`src/rtl/cdc_pkg.sv`:
```
// Shared definitions for the FIFO/synchronizer family.
//   ptr_w()      : width of a wrap-bit pointer (and of an occupancy count)
//                  for a power-of-2 depth, i.e. $clog2(depth)+1.
//   rd_status_e  : debug view of the read side (EMPTY_S / AVAIL_S).
package cdc_pkg;

  function automatic int unsigned ptr_w(int unsigned depth);
    return $clog2(depth) + 1;
  endfunction

  typedef enum logic {EMPTY_S, AVAIL_S} rd_status_e;

endpackage

```
`src/rtl/syncfifo_ram.sv`:
```
// DEPTH-entry storage for syncfifo_n: one synchronous write port and one
// asynchronous (combinational) read port. Contents are never reset.
//   clk   : write clock, rising edge
//   we    : write enable
//   waddr : write address
//   wdata : write payload
//   raddr : read address
//   rdata : mem[raddr], combinational
module syncfifo_ram #(
  parameter type         dat_t = logic [7:0],
  parameter int unsigned DEPTH = 8
) (
  input  logic                     clk,
  input  logic                     we,
  input  logic [$clog2(DEPTH)-1:0] waddr,
  input  dat_t                     wdata,
  input  logic [$clog2(DEPTH)-1:0] raddr,
  output dat_t                     rdata
);

  dat_t mem [DEPTH];

  always_ff @(posedge clk) begin
    if (we) mem[waddr] <= wdata;
  end

  assign rdata = mem[raddr];

endmodule

```
`src/rtl/syncfifo_n.sv`:
```
// Single-clock first-word-fall-through FIFO, DEPTH entries (power of 2).
// Ports:
//   clk, rst_n          : clock (rising edge), asynchronous active-low reset
//   clr                 : synchronous flush; overrides same-cycle wput/rget
//   wdata, wput, wrdy   : write side
//   rdata, rget, rrdy   : read side; rdata shows the head word while rrdy
//   count               : occupancy 0..DEPTH
//   almost_full/empty   : count >= AF_THR / count <= AE_THR
//   ovf, udf            : sticky error flags, cleared by reset or clr
//
// Handshake: wrdy/rrdy depend only on registered state, never on wput/rget.
// A transfer happens on a rising edge where request and ready are both 1
// (we = wput & wrdy, re = rget & rrdy). A request while not ready is dropped
// and recorded in the sticky ovf/udf flag.
module syncfifo_n
  import cdc_pkg::*;
#(
  parameter type         dat_t  = logic [7:0],
  parameter int unsigned DEPTH  = 8,
  parameter int unsigned AF_THR = DEPTH - 2,
  parameter int unsigned AE_THR = 1
) (
  input  logic                      clk,
  input  logic                      rst_n,
  input  logic                      clr,
  input  dat_t                      wdata,
  input  logic                      wput,
  output logic                      wrdy,
  output dat_t                      rdata,
  input  logic                      rget,
  output logic                      rrdy,
  output logic [ptr_w(DEPTH)-1:0]   count,
  output logic                      almost_full,
  output logic                      almost_empty,
  output logic                      ovf,
  output logic                      udf
);

  localparam int unsigned AW = $clog2(DEPTH);
  localparam int unsigned PW = ptr_w(DEPTH);

  // Parameter sanity, checked at elaboration.
  if ((DEPTH < 2) || ((DEPTH & (DEPTH - 1)) != 0)) begin : g_bad_depth
    $error("syncfifo_n: DEPTH must be a power of 2 and >= 2");
  end
  if ((AF_THR < 1) || (AF_THR > DEPTH)) begin : g_bad_af
    $error("syncfifo_n: AF_THR must be in 1..DEPTH");
  end
  if (AE_THR > DEPTH - 1) begin : g_bad_ae
    $error("syncfifo_n: AE_THR must be in 0..DEPTH-1");
  end

  logic [PW-1:0] wptr, rptr;
  logic          full, empty;
  logic          we, re;
  rd_status_e    rd_status;

  // Pointers carry one extra wrap bit so full and empty are distinguishable
  // when the address bits coincide.
  assign empty     = (wptr == rptr);
  assign full      = (wptr[AW] != rptr[AW]) && (wptr[AW-1:0] == rptr[AW-1:0]);
  assign rd_status = empty ? EMPTY_S : AVAIL_S;

  assign wrdy = ~full;
  assign rrdy = (rd_status == AVAIL_S);
  assign we   = wput & wrdy;
  assign re   = rget & rrdy;

  assign almost_full  = (count >= PW'(AF_THR));
  assign almost_empty = (count <= PW'(AE_THR));

  always_ff @(posedge clk or negedge rst_n) begin
    if (!rst_n) begin
      wptr  <= '0;
      rptr  <= '0;
      count <= '0;
      ovf   <= 1'b0;
      udf   <= 1'b0;
    end else if (clr) begin
      wptr  <= '0;
      rptr  <= '0;
      count <= '0;
      ovf   <= 1'b0;
      udf   <= 1'b0;
    end else begin
      if (we) wptr <= wptr + PW'(1);
      if (re) rptr <= rptr + PW'(1);
      case ({we, re})
        2'b10:   count <= count + PW'(1);
        2'b01:   count <= count - PW'(1);
        default: count <= count;
      endcase
      ovf <= ovf | (wput & ~wrdy);
      udf <= udf | (rget & ~rrdy);
    end
  end

  // A flush must leave memory untouched, so the flush cycle's write is masked.
  syncfifo_ram #(
    .dat_t (dat_t),
    .DEPTH (DEPTH)
  ) u_ram (
    .clk   (clk),
    .we    (we & ~clr),
    .waddr (wptr[AW-1:0]),
    .wdata (wdata),
    .raddr (rptr[AW-1:0]),
    .rdata (rdata)
  );

endmodule

```
`config.mk`:
```
export PLATFORM = sky130hd
export DESIGN_NAME = syncfifo_n
export DESIGN_NICKNAME = d
export VERILOG_FILES = /design/src/rtl/cdc_pkg.sv /design/src/rtl/syncfifo_ram.sv /design/src/rtl/syncfifo_n.sv
export SDC_FILE = /design/constraint.sdc
export NUM_CORES = 1
export LEC_CHECK = 0
export BUFFER_PORTS_ARGS = -buffer_cell sky130_fd_sc_hd__clkbuf_2
export CORE_MARGIN = 2
export CORE_UTILIZATION = 60
export CTS_CLUSTER_SIZE = 40
export DETAILED_ROUTE_END_ITERATION = 8
export PLACE_DENSITY = 0.9
export SYNTH_ARGS = -nofsm -noshare
export SYNTH_HDL_FRONTEND = slang
export SYNTH_SLANG_ARGS = --single-unit
```
`constraint.sdc`:
```
create_clock -name clk -period 5.8 [get_ports clk]
set_input_delay 0.58 -clock clk [delete_from_list [all_inputs] [get_ports clk]]
set_output_delay 0.58 -clock clk [all_outputs]
set_load 0.03 [all_outputs]
```
==> impl_metrics.yaml <==
status:
  status: "complete, no violations"
cells_and_area:
  layout_commonest_cell: "edfxtp_1"
  syn_to_final_growth_pct: 10.7
  drive_above_1_share: 0.322
  fin_nets: 250
  diodes: 0
  stdcell_count: 308
  final_cell_mix: "edfxtp_1, clkbuf_2, mux4_2"
  fin_util: 0.682
  fill_cells: 371
sta:
  slew_headroom: 0.0681
  finalHoldViolCount: 0
  period_share: 0.585
  clock_skew_ns: 0.00938
  grt_setup_unrepaired: "no"
  setup_viol: 0
  fmax_mhz: 295
  min_period_ns: 3.39
  maxSlewViolCount: 0
  worst-slew-pin-transition_ns: 1.39
  finalSetupTns_ns: 0
placement:
  dpl.hpwl_mm: 4.11
  dp.cells: 292
  io_buffers: 30
  gp_congestion: 0.810
cts:
  cts.clk_slew.worst_paths_ns: 0.08
  post_cts_buffers: 0
  cts_inserted_buffers: 9
  ctsHoldBuffers: 0
  cts_sinks: 78
  clock_path_buffers: 2
  clock_latency_ns: 0.33
  cts_tree: "built"
  cts_root_buffer: "clkbuf_8"
  cts_resized: 0
  cts.htree.levels: 3
power_and_ir_drop:
  powerDensity_mw_per_mm2: 333
  combPwrFrac: 0.215
  clkPwrFrac: 0.264
  p_int_mw: 0.885
  power_switching_mw: 0.357
  p_total_mw: 1.24
  sw_frac_of_total: 0.287
  seqPwrFrac: 0.522
  power_leakage_nw: 1.30
  vdd_drop_max_uv: 198
critical_path:
  required_ns: 5.73
  cp-start-kind: "flop"
  crit_buf_inv: 0
  path_max_fanout: 20
  crit_path_end_kind: "flop"
  cp.arrival_ns: 3.33
  cp_cell_sequence: "xor2_4 > o41a_1 > nand3_1 > nor3_1"
  cp_slowest_stage_delay_ns: 1.09
  crit_path_top_delay_cell: "nor3_1"
  crit_family: "simple AND/OR/NAND/NOR gates"
  path_class: "flop to flop"
synthesis:
  seq_area_frac_synth: 0.674
  avgSynthCellArea_sq_um: 17.1
  ys.warnings.count: 0
  ys_types: 31
  syn_area_sq_mm: 0.00337
  syn-instance-count: 197
  syn_nets: 216
  ys_seq_elements: 78
global_routing:
  overflow: 0
  grt_antenna_before_repair: 0
  grt_usage: 0.208
  grt_pass1_vias: 1828
  grt_max_degree: 21
  grt_pass1_wl_mm: 9.30
route:
  dr.pass1.iters: 4
  routedWlPerCell_um: 19.5
  viasPerCell: 5.95
  drtIter0Drc: 122
  route.detailed.drc: 0
  ant_nets: 0
  drt_wl_total_mm: 6.02
  vias: 1833
run:
  cap_violations: 0
floorplanning:
  initial_core_util: 0.616
  die_area_sq_mm: 0.00623
  core_area_sq_mm: 0.00547
  die_x_um: 79.0
  num_io_pins: 31
  die_y_um: 79.0
  rows: 27
hold_path:
  hp-class: "input port to async pin"
metal layers:
layer / GRT usage / up-vias / routed length [um]
met5: 0 / - / 0
met4: 0.110 / 0 / 180
met3: 0.0318 / 16 / 230
met2: 0.349 / 52 / 3150
met1: 0.265 / 926 / 2460
li1: - / 839 / -
cells in the mapped netlist, drive strengths merged:
library cell,instances,area [sq um]
ha,6,75.1
o41a,2,22.5
dfrtp,14,350
nand2,10,37.5
a31oi,3,18.8
nor2,11,41.3
xnor2,5,43.8
or3,3,18.8
and2,1,6.26
clkbuf,3,11.3
mux2,8,90.1
mux4,16,360
a21o,1,7.51
o21a,1,7.51
nor4,3,18.8
nand4,1,6.26
inv,3,11.3
o41ai,2,32.5
nand3,7,35.0
xor2,6,78.8
buf,8,70.1
nand2b,2,12.5
nor4b,2,17.5
nor3,9,45.0
o21ai,2,10.0
a21oi,4,20.0
edfxtp,64,1920
final timing paths:
check	startpoint	endpoint	slack [ns]	depth (start not counted)
max in group asynchronous	rst_n	count[3]$_DFFE_PN0P_	5.37	1
min in group clk	wdata[4]	u_ram.mem[4][4]$_DFFE_PP_	0.53	1
max reg2reg	rptr[1]$_DFFE_PN0P_	u_ram.mem[6][1]$_DFFE_PP_	2.41	4
min reg2reg	ovf$_DFF_PN0_	ovf$_DFF_PN0_	0.54	2
min	rst_n	udf$_DFF_PN0_	0.15	1
max	rptr[1]$_DFFE_PN0P_	u_ram.mem[6][1]$_DFFE_PP_	2.41	4
final cells by class:
type,count,area [sq um],area share
well taps,72,90.1,0.0241
repair buffers,34,180,0.0483
flip-flops and latches,78,2270,0.609
clock buffers,12,135,0.0362
inverters,3,11.3,0.00302
multi-input cells,105,1020,0.273
clock inverters,4,23.8,0.00637
power by group through the flow:
stage	clock, mW	sequential, mW	combinational, mW
CTS	0.332	0.648	0.269
finish	0.327	0.648	0.266
global placement	0	0.659	0.258
global route	0.352	0.650	0.286
floorplan	0	0.660	0.204
detailed placement	0	0.660	0.267
state kept, by name, indices dropped and copies added (netlist names):
register   flops
rptr           4
count          4
wptr           4
udf            1
ovf            1
u_ram.mem     64
stage by stage:
step / hold WS, ns / setup slack [ns] / cell area [sq um]
3_5_place_dp: 0.507 / 2.41 / 3570
5_1_grt: 0.163 / 2.28 / 3730
3_3_place_gp: 0.484 / 2.68 / 3570
6_report: 0.148 / 2.41 / 3730
2_1_floorplan: 0.284 / 3.34 / 3370
4_1_cts: 0.148 / 2.39 / 3730
cells by family (layout without fill, tap and decap cells):
logic type               after synthesis  in the layout  share of synthesized area
AO/OA/AOI/OAI                         15             15                     0.0353
XOR/XNOR                              11             11                     0.0364
adder cells (fa/ha/maj)                6              6                     0.0223
buffers and inverters                 14             53                     0.0275
flip-flops                            78             78                      0.674
multiplexers                          24             24                      0.134
AND/OR/NAND/NOR                       49             49                     0.0709
Power figures use the tool's default switching activity.
